## src/rtl/axi_pkg.sv

```systemverilog
// Shared types and AXI constants for the round-robin AXI master.
package axi_pkg;

    // One transaction in flight: address phase, data phase, optional write response.
    typedef enum logic [2:0] {
        ST_IDLE,
        ST_AR,
        ST_R,
        ST_AW,
        ST_W,
        ST_B
    } state_t;

    localparam logic [1:0] AXI_BURST_INCR = 2'b01;
    localparam logic [1:0] AXI_RESP_OKAY  = 2'b00;

    // AxSIZE encoding for a full-width beat of width_bits.
    function automatic logic [2:0] axi_size(input int width_bits);
        return 3'($clog2(width_bits / 8));
    endfunction

    // Index width for n items; never zero so single-client builds still elaborate.
    function automatic int idx_width(input int n);
        return (n > 1) ? $clog2(n) : 1;
    endfunction

endpackage

```

## src/rtl/rr_arbiter.sv

```systemverilog
// Round-robin pick: first requester at or after ptr, scanning upward with wrap.
module rr_arbiter
    import axi_pkg::*;
#(
    parameter int NCH = 3,
    localparam int PW = idx_width(NCH)
) (
    input  logic [NCH-1:0] req,
    input  logic [PW-1:0]  ptr,
    input  logic           advance,
    output logic [NCH-1:0] grant,
    output logic [PW-1:0]  grant_idx
);

    logic          found;
    logic [PW-1:0] cand;

    // Walk the requesters starting at ptr; the first hit wins. No grant unless advance.
    always_comb begin
        grant     = '0;
        grant_idx = '0;
        found     = 1'b0;
        cand      = '0;
        for (int i = 0; i < NCH; i++) begin
            cand = PW'((32'(ptr) + 32'(i)) % NCH);
            if (advance && !found && req[cand]) begin
                found       = 1'b1;
                grant[cand] = 1'b1;
                grant_idx   = cand;
            end
        end
    end

endmodule

```

## src/rtl/axi_rr_master.sv

```systemverilog
// AXI4 master serving NCH clients round-robin, one transaction outstanding.
module axi_rr_master
    import axi_pkg::*;
#(
    parameter int NCH       = 3,
    parameter int WIDTH     = 32,
    parameter int BURST_LEN = 16,
    parameter int IDW       = 4
) (
    input  logic                   clk,
    input  logic                   rst_n,
    input  logic [NCH-1:0]         req_valid,
    input  logic [NCH-1:0]         req_write,
    input  logic [NCH-1:0]         req_burst,
    input  logic [NCH*WIDTH-1:0]   req_addr,
    input  logic [NCH*WIDTH-1:0]   req_data,
    input  logic [NCH*WIDTH/8-1:0] req_mask,
    output logic [NCH-1:0]         req_ready,
    output logic [NCH-1:0]         resp_valid,
    output logic [WIDTH-1:0]       resp_data,
    output logic                   resp_last,
    output logic                   resp_err,
    output logic [IDW-1:0]         axi_awid,
    output logic [WIDTH-1:0]       axi_awaddr,
    output logic [7:0]             axi_awlen,
    output logic [2:0]             axi_awsize,
    output logic [1:0]             axi_awburst,
    output logic                   axi_awvalid,
    input  logic                   axi_awready,
    output logic [WIDTH-1:0]       axi_wdata,
    output logic [WIDTH/8-1:0]     axi_wstrb,
    output logic                   axi_wlast,
    output logic                   axi_wvalid,
    input  logic                   axi_wready,
    input  logic [IDW-1:0]         axi_bid,
    input  logic [1:0]             axi_bresp,
    input  logic                   axi_bvalid,
    output logic                   axi_bready,
    output logic [IDW-1:0]         axi_arid,
    output logic [WIDTH-1:0]       axi_araddr,
    output logic [7:0]             axi_arlen,
    output logic [2:0]             axi_arsize,
    output logic [1:0]             axi_arburst,
    output logic                   axi_arvalid,
    input  logic                   axi_arready,
    input  logic [IDW-1:0]         axi_rid,
    input  logic [1:0]             axi_rresp,
    input  logic [WIDTH-1:0]       axi_rdata,
    input  logic                   axi_rlast,
    input  logic                   axi_rvalid,
    output logic                   axi_rready
);

    localparam int         PW          = idx_width(NCH);
    localparam int         SW          = WIDTH / 8;
    localparam logic [7:0] BURST_AXLEN = 8'(BURST_LEN - 1);
    localparam logic [2:0] AX_SIZE     = axi_size(WIDTH);

    state_t           state_reg, state_next;
    logic [PW-1:0]    rr_ptr_reg, rr_ptr_next;
    logic [PW-1:0]    grant_reg, grant_next;
    logic [WIDTH-1:0] addr_reg, addr_next;
    logic [7:0]       len_reg, len_next;
    logic [7:0]       cnt_reg, cnt_next;

    logic [NCH-1:0]   arb_grant;
    logic [PW-1:0]    arb_idx;
    logic             any_grant;
    logic [IDW-1:0]   grant_id;

    logic [WIDTH-1:0] addr_slice [NCH];
    logic [WIDTH-1:0] data_slice [NCH];
    logic [SW-1:0]    mask_slice [NCH];

    // Unpack the per-client buses so the selected client is a plain array index.
    generate
        for (genvar gi = 0; gi < NCH; gi++) begin : g_slice
            assign addr_slice[gi] = req_addr[gi*WIDTH +: WIDTH];
            assign data_slice[gi] = req_data[gi*WIDTH +: WIDTH];
            assign mask_slice[gi] = req_mask[gi*SW +: SW];
        end
    endgenerate

    rr_arbiter #(
        .NCH       (NCH)
    ) u_arb (
        .req       (req_valid),
        .ptr       (rr_ptr_reg),
        .advance   (state_reg == ST_IDLE),
        .grant     (arb_grant),
        .grant_idx (arb_idx)
    );

    assign any_grant = |arb_grant;
    assign grant_id  = IDW'(grant_reg);

    // Address channels come straight from the latched request, so they stay stable while valid.
    assign axi_arid    = grant_id;
    assign axi_araddr  = addr_reg;
    assign axi_arlen   = len_reg;
    assign axi_arsize  = AX_SIZE;
    assign axi_arburst = AXI_BURST_INCR;
    assign axi_awid    = grant_id;
    assign axi_awaddr  = addr_reg;
    assign axi_awlen   = len_reg;
    assign axi_awsize  = AX_SIZE;
    assign axi_awburst = AXI_BURST_INCR;

    // Next-state and handshake logic; responses are combinational on the fire cycle.
    always_comb begin
        state_next  = state_reg;
        rr_ptr_next = rr_ptr_reg;
        grant_next  = grant_reg;
        addr_next   = addr_reg;
        len_next    = len_reg;
        cnt_next    = cnt_reg;
        axi_arvalid = 1'b0;
        axi_awvalid = 1'b0;
        axi_wvalid  = 1'b0;
        axi_wlast   = 1'b0;
        axi_wdata   = '0;
        axi_wstrb   = '0;
        axi_rready  = 1'b0;
        axi_bready  = 1'b0;
        req_ready   = '0;
        resp_valid  = '0;
        resp_data   = '0;
        resp_last   = 1'b0;
        resp_err    = 1'b0;

        case (state_reg)
            ST_IDLE: begin
                if (any_grant) begin
                    grant_next  = arb_idx;
                    addr_next   = addr_slice[arb_idx];
                    len_next    = req_burst[arb_idx] ? BURST_AXLEN : 8'd0;
                    cnt_next    = 8'd0;
                    rr_ptr_next = (32'(arb_idx) == NCH - 1) ? '0 : arb_idx + 1'b1;
                    state_next  = req_write[arb_idx] ? ST_AW : ST_AR;
                end
            end
            ST_AR: begin
                axi_arvalid = 1'b1;
                if (axi_arready) begin
                    cnt_next   = 8'd0;
                    state_next = ST_R;
                end
            end
            ST_R: begin
                axi_rready = 1'b1;
                if (axi_rvalid) begin
                    resp_valid[grant_reg] = 1'b1;
                    resp_data             = axi_rdata;
                    cnt_next              = cnt_reg + 8'd1;
                    // A short burst (rlast before the expected beat) is flagged and still ends it.
                    resp_err = (axi_rresp != AXI_RESP_OKAY) || (axi_rid != grant_id)
                             || (axi_rlast && (cnt_reg != len_reg));
                    if (axi_rlast) begin
                        resp_last  = 1'b1;
                        state_next = ST_IDLE;
                    end
                end
            end
            ST_AW: begin
                axi_awvalid = 1'b1;
                if (axi_awready) begin
                    cnt_next   = 8'd0;
                    state_next = ST_W;
                end
            end
            ST_W: begin
                axi_wvalid = 1'b1;
                axi_wdata  = data_slice[grant_reg];
                axi_wstrb  = mask_slice[grant_reg];
                axi_wlast  = (cnt_reg == len_reg);
                if (axi_wready) begin
                    req_ready[grant_reg] = 1'b1;
                    cnt_next             = cnt_reg + 8'd1;
                    if (cnt_reg == len_reg) begin
                        state_next = ST_B;
                    end
                end
            end
            ST_B: begin
                axi_bready = 1'b1;
                if (axi_bvalid) begin
                    resp_valid[grant_reg] = 1'b1;
                    resp_last             = 1'b1;
                    // A response tagged for another ID is treated like an error response.
                    resp_err   = (axi_bresp != AXI_RESP_OKAY) || (axi_bid != grant_id);
                    state_next = ST_IDLE;
                end
            end
            default: begin
                state_next = ST_IDLE;
            end
        endcase
    end

    // State and latched request fields; reset abandons any transaction without a response.
    always_ff @(posedge clk) begin
        if (!rst_n) begin
            state_reg  <= ST_IDLE;
            rr_ptr_reg <= '0;
            grant_reg  <= '0;
            addr_reg   <= '0;
            len_reg    <= '0;
            cnt_reg    <= '0;
        end else begin
            state_reg  <= state_next;
            rr_ptr_reg <= rr_ptr_next;
            grant_reg  <= grant_next;
            addr_reg   <= addr_next;
            len_reg    <= len_next;
            cnt_reg    <= cnt_next;
        end
    end

endmodule

```

## config.mk

```make
export PLATFORM = sky130hd
export DESIGN_NAME = axi_rr_master
export DESIGN_NICKNAME = d
export VERILOG_FILES = /design/src/rtl/axi_pkg.sv /design/src/rtl/rr_arbiter.sv /design/src/rtl/axi_rr_master.sv
export SDC_FILE = /design/constraint.sdc
export NUM_CORES = 1
export LEC_CHECK = 0
export ABC_AREA = 1
export CAP_MARGIN = 10
export CORE_AREA = 4 4 170 172
export DETAILED_ROUTE_END_ITERATION = 12
export DIE_AREA = 0 0 174 176
export SETUP_SLACK_MARGIN = 0.5
export SLEW_MARGIN = 20
export SYNTH_ARGS = -nofsm -noshare
export SYNTH_HDL_FRONTEND = slang
export SYNTH_HIERARCHICAL = 1
export SYNTH_SLANG_ARGS = --single-unit
```

## constraint.sdc

```tcl
create_clock -name clk -period 2.8 [get_ports clk]
set_input_delay 0.84 -clock clk [delete_from_list [all_inputs] [get_ports clk]]
set_output_delay 0.84 -clock clk [all_outputs]
set_load 0.005 [all_outputs]
```

Word level (Yosys, flattened, before mapping)
Index checks and enable logic that the tools add are counted.
Cells by class
  add/sub/neg operators: 4
  multipliers: 0
  div/mod/pow operators: 3
  $lt $le $gt $ge: 11
  equality and inequality tests: 18
  shift operators: 0
  muxes and demuxes: 75
  bitwise operators: 4
  reduce and logical (&&, ||, !) cells: 23
Operators by type and width (count)
  $mux W32: 7
  $bmux W32 S2: 2
  $mod A32 B2 Y32 const B: 2
  $mux W3: 15
  $mux W8: 5
  $pmux W8 S5: 1
  $mod A2 B2 Y32 const B: 1
  $mux W1: 22
  $pmux W3 S6: 1
  $mux W4: 4
  $ne A2 B2 Y1 const B: 8
  $lt A2 B3 Y1 const B: 5
  $bmux W1 S2: 5
  $logic_and A1 B1 Y1: 10
  $mux W2: 5
  $add A8 B1 Y8 const B: 1
  $bmux W4 S2: 1
  $demux W1 S2: 4
  $eq A8 B8 Y1: 1
  $ge A2 B1 Y1 const B: 4
  $ne A4 B2 Y1: 2
  $ne A8 B8 Y1: 1
  $reduce_and A8 Y1: 1
  $eq A3 B2 Y1 const B: 2
  19 further kinds: 28
Storage, ports and cells
  flip-flop bits (word level): 55
  latch bits: 0
  RAM bits: 0
  bits in read-only memories: 0
  input port bits: 265
  output and inout port bits: 180
  word-level logic and storage cells: 144
  memories: 0

Depth between registers and ports, before layout
  depth after elaboration: 18
  mapped depth: 19
  gate-level depth less buffers: 18

By module
Netlist, hierarchy kept.
Modules (own cells, without submodules)
  axi_rr_master: instances 1, cells an instance 791, area each 4529.3 um2, seq. area each 960.9 um2
  rr_arbiter: instances 1, cells an instance 50, area each 272.8 um2, seq. area each 0.0 um2

Least setup slack after synthesis
No wires, ideal clock.
  path type: input port to flip-flop
  start: input port req_valid[1]
  end: register addr_reg[1] (netlist: axi_araddr[1])
  setup time: 0.074 ns
  arrival time: 2.280 ns
  data required time: 2.726 ns
  slack: 0.446 ns
  stages on the path: 12
  path buffers: 1
  path through: inv_1 -> nand2_1 -> nand3_1 -> nand2_2 -> nand3_1 -> nor2_1 -> nor2_1 -> nand2_1 -> nor2_1 -> clkbuf_1 -> a22oi_1 -> a31oi_1
Between the ends
  longest elaborated chain between the ends: 16
  elaborated cells between the ends (all ways): 29
  those cells by class: mux (17); bitwise (3); reduce/logical (9)
RTL lines
  start, declared: RTL line axi_rr_master.sv:12  | input logic [NCH-1:0] req_valid,
  $bmux W1 S2: RTL line rr_arbiter.sv:26  | if (advance && !found && req[cand]) begin
  $mux W1 (not written as such): RTL line rr_arbiter.sv:26
  $logic_and A1 B1 Y1: RTL line rr_arbiter.sv:26
  $mux W1: RTL line rr_arbiter.sv:26
  $logic_not A1 Y1: RTL line rr_arbiter.sv:26
  $logic_and A1 B1 Y1 (2 in series): RTL line rr_arbiter.sv:26
  $mux W1: RTL line rr_arbiter.sv:26
  $logic_not A1 Y1: RTL line rr_arbiter.sv:26
  $logic_and A1 B1 Y1 (2 in series): RTL line rr_arbiter.sv:26
  $mux W2 *: RTL line rr_arbiter.sv:26
  named net arb_idx[0]: RTL line axi_rr_master.sv:67  | logic [PW-1:0] arb_idx;
  $not A2 Y3 (not written as such) *: RTL line axi_rr_master.sv:135  | addr_next = addr_slice[arb_idx];
  $bmux W32 S2 *: RTL line axi_rr_master.sv:135
  $mux W32 (not written as such) * (2 in series): RTL line axi_rr_master.sv:135
  end signal, assigned: RTL line axi_rr_master.sv:213  | addr_reg <= addr_next;
  end, declared: RTL line axi_rr_master.sv:62  | logic [WIDTH-1:0] addr_reg, addr_next;
Mark *: on every way through the listed nets, which the timed path passes. The rest lies on a longest branch. The select of a mux whose other input is x is not followed.
A chain may end at the register's enable or synchronous reset.

Worst setup path in the final report
  start: input port axi_rid[1]
  end: output port resp_err
Between the ends
  longest elaborated chain between the ends: 5
RTL lines
  start, declared: RTL line axi_rr_master.sv:46  | input logic [IDW-1:0] axi_rid,
  $ne A4 B2 Y1: RTL line axi_rr_master.sv:156  | resp_err = (axi_rresp != AXI_RESP_OKAY) || (axi_rid != grant_id)
  $logic_or A1 B1 Y1: RTL line axi_rr_master.sv:156
  $logic_or A1 B1 Y1: RTL line axi_rr_master.sv:157  | || (axi_rlast && (cnt_reg != len_reg));
  $mux W1: RTL line axi_rr_master.sv:151  | if (axi_rvalid) begin
  $pmux W1 S2: RTL line axi_rr_master.sv:131  | case (state_reg)
  end, declared: RTL line axi_rr_master.sv:22  | output logic resp_err,
No other way between the ends.

==> out/results.ini <==
[setup_path]
cpPeakStageDelay_ns = 0.24
cp-startpoint = axi_rid[1]
crit_end = resp_err
crit_path_start_kind = input pin
cpMaxStageDelayCell = nor3b_4
end_kind = output port
path_cells = buf_6, xor2_2, nor3b_4, nand3_4, nand2_2, o21ai_2, buf_2
r2r-end = axi_araddr[0]$_SDFFE_PN0P_
timing.rr.start = rr_ptr_reg[0]$_SDFFE_PN0P_
ff2ff_path_depth = 16
crit_fanout = 1
worst_ep_required_time_ns = 1.96
reg2reg_slack_ns = 0.46
crit_type = in2out
arrival_ns = 1.69

[synthesis]
syn_inst = 841
synthArstFlopShare = 0
synth-compound-area-share = 0.139
synth_warnings = 6
synth_top_family_by_area = simple AND/OR/NAND/NOR gates
synth_flop_cell = dfxtp_1
synth_sequential_area_ratio = 0.200
syn-cell-area_mm2 = 0.00480
synthSimpleGateAreaFrac = 0.422
synth.distinct_cells = 33
avgSynthCellArea_um2 = 5.71
synth_edf_count = 0
synth_xor_area_frac = 0.00547
synth-adder-area-share = 0.0130
synthMuxAreaShare = 0
ys_ff_latch = 48

[layout]
utilization = 0.418
drive_gt1_frac = 0.368
postLayoutCellArea_mm2 = 0.0115
areaGrowthSynthToFinish_pct = 139
nFillCells = 2821
multi_input_area_mm2 = 0.00405
regArea_um2 = 996
largest_reg_flops = 32
nets = 1564

[outcome]
status = finished clean

[clock_network]
clk_path_buf_depth = 2
clock-sinks = 48
clk_pin_slew_worst_paths_ns = 0.07
htreeDepth = 2
insertion_delay_ns = 0.30
cts_inserted_buffers = 5
cts_tree = done
cts_root_buf = clkbuf_16

[timing]
tightest_slew_ns = 0.630
setup_violations = 0
maxSlewViolCount = 0
fmax_mhz = 395
finClkSkew_ns = 0.0138
whs_ns = 0.487
fin_crit_sh = 0.903
hold_violations = 0
rsz0062_at_grt = yes
setup_slack_ns = 0.270
min_period_ns = 2.53
slew_headroom = 0.579

[power_and_ir_drop]
cellLeakagePower_nw = 5.53
p_per_area_mw_per_mm2 = 807
peakVddDrop_v = 0.000475

[global_routing]
antenna_found_initial = 7
groute.usage.overall = 0.188
grt_pass1_vias = 7541
grt-ovfl-total = 0
grt_pass1_wl_um = 44800
grt_max_degree = 24

[drt]
drt-initial-drc-count = 293
vias_per_cell = 4.55
routed_wl_um = 32400
drc = 0
vias = 7479
wl_per_cell_um = 19.7
drt_pre_antenna_iters = 5
ant_nets = 0

[floorplanning]
fp.dieH_um = 176
die_x_um = 174
start_util = 0.175
rows = 61
fp.dieArea_mm2 = 0.0306
num_io_pins = 445
core-area_mm2 = 0.0275

[worst_hold_path]
min_path_type = reg2reg

[place]
port-buffer-count = 422
place.gp.congestion = 0.829
dp_hpwl_um = 21900
place_area_mm2 = 0.00927
place_ws_ns = -0.551

[job]
cap_violations = 0

==> power breakdown <==
group | internal (mW) | switching [mW] | total (mW)
clock | 0.516 | 0.298 | 0.814
sequential | 0.903 | 0.235 | 1.14
combinational | 3.75 | 3.57 | 7.33
total | 5.17 | 4.11 | 9.28
==> logic make-up (layout without fill, tap and decap cells) <==
| family | count (synthesis) | in the layout |
|---|---|---|
| AO/OA/AOI/OAI | 112 | 112 |
| other | 2 | 25 |
| flip-flops | 48 | 48 |
| XOR/XNOR | 3 | 3 |
| buffers and inverters | 201 | 634 |
| adder cells (fa/ha/maj) | 5 | 5 |
| AND/OR/NAND/NOR | 470 | 471 |
==> metal layers <==
layer | vias up | global-route usage | part of all wire | wire length [um]
met5 | - | 0 | 0.00040 | 13
met4 | 2 | 0.0508 | 0.033 | 1080
met3 | 57 | 0.0388 | 0.062 | 2000
met2 | 369 | 0.361 | 0.53 | 17300
met1 | 3486 | 0.211 | 0.37 | 12000
li1 | 3565 | - | - | -
==> synth_stat cells, types with 2 or more instances <==
cell type / number / area share
a21oi_1: 23 / 0.024
a221oi_1: 8 / 0.015
a22oi_1: 18 / 0.028
a31oi_1: 25 / 0.033
buf_1: 6 / 0.0047
buf_2: 19 / 0.020
buf_4: 70 / 0.11
clkbuf_1: 18 / 0.014
conb_1: 2 / 0.0016
dfxtp_1: 48 / 0.20
ha_1: 5 / 0.013
inv_1: 81 / 0.063
inv_2: 5 / 0.0039
nand2_1: 232 / 0.18
nand2_2: 9 / 0.012
nand3_1: 122 / 0.13
nand3_2: 2 / 0.0042
nand3b_1: 2 / 0.0031
nand4_1: 7 / 0.0091
nor2_1: 77 / 0.060
nor2_2: 6 / 0.0078
nor2_4: 2 / 0.0047
nor3_1: 7 / 0.0073
o21ai_0: 34 / 0.035
o21ai_1: 4 / 0.0042
xnor2_1: 2 / 0.0036
==> cell type report <==
| class | instances | area share |
|---|---|---|
| timing repair buffer | 539 | 0.472 |
| multi-input combinational | 613 | 0.352 |
| tap | 346 | 0.0377 |
| inverter | 87 | 0.0336 |
| antenna | 3 | 0.000653 |
| clock inverter | 3 | 0.00599 |
| clock buffer | 5 | 0.0109 |
| sequential | 48 | 0.0866 |
==> cell usage in the layout, fill, tap and decap left out, drive strengths merged, types with 3 or more instances in the layout <==
cell,synthesis,routed
nand2,241,242
ha,5,5
nand4,7,7
dfxtp,48,48
buf,96,196
inv,87,86
nor2,85,85
a22oi,18,18
clkdlybuf4s15,0,4
clkdlybuf4s50,0,189
dlymetal6s2s,0,5
o21ai,38,38
dlygate4sd2,0,134
clkbuf,18,16
nand3,124,124
diode,0,3
nor3,7,7
a221oi,8,8
conb,2,22
a21oi,23,23
a31oi,25,25
==> critical path: cells and delay by family <==
kind,cells,cell delay [ns]
xor+xnor,1,0.18
compound gates,1,0.04
buf+inv,2,0.22
simple gates,3,0.41
==> what timing repair did <==
item	in CTS	in global routing
pin swaps	174	156
endpoints found under the setup margin	138	124
cloned	19	10
hold buffers	0	0
setup buffers	26	15
gates resized for setup	691	234
==> how the worst min path moves through the flow <==
stage                                       start                      end  slack [ns]  cells past startpoint
after floorplan           cnt_reg[7]$_SDFFE_PN0P_  cnt_reg[7]$_SDFFE_PN0P_        0.45                      2
after global placement    cnt_reg[7]$_SDFFE_PN0P_  cnt_reg[7]$_SDFFE_PN0P_        0.47                      2
after detailed placement  cnt_reg[7]$_SDFFE_PN0P_  cnt_reg[7]$_SDFFE_PN0P_        0.48                      2
after CTS                 cnt_reg[7]$_SDFFE_PN0P_  cnt_reg[7]$_SDFFE_PN0P_        0.49                      2
after global routing      cnt_reg[7]$_SDFFE_PN0P_  cnt_reg[7]$_SDFFE_PN0P_        0.51                      2
final                     cnt_reg[7]$_SDFFE_PN0P_  cnt_reg[7]$_SDFFE_PN0P_        0.49                      2
==> per-stage QoR <==
stage / power (mW) / TNS (ns) / cells
floorplan: 3.57 / 0 / 861
global placement: 5.65 / -21.34 / 1563
detailed placement: 5.67 / -23.66 / 1563
CTS: 7.94 / 0 / 1616
global route: 9.85 / 0 / 1644
finish: 9.28 / 0 / 1644
No activity file was read; power rests on OpenSTA's default activity.
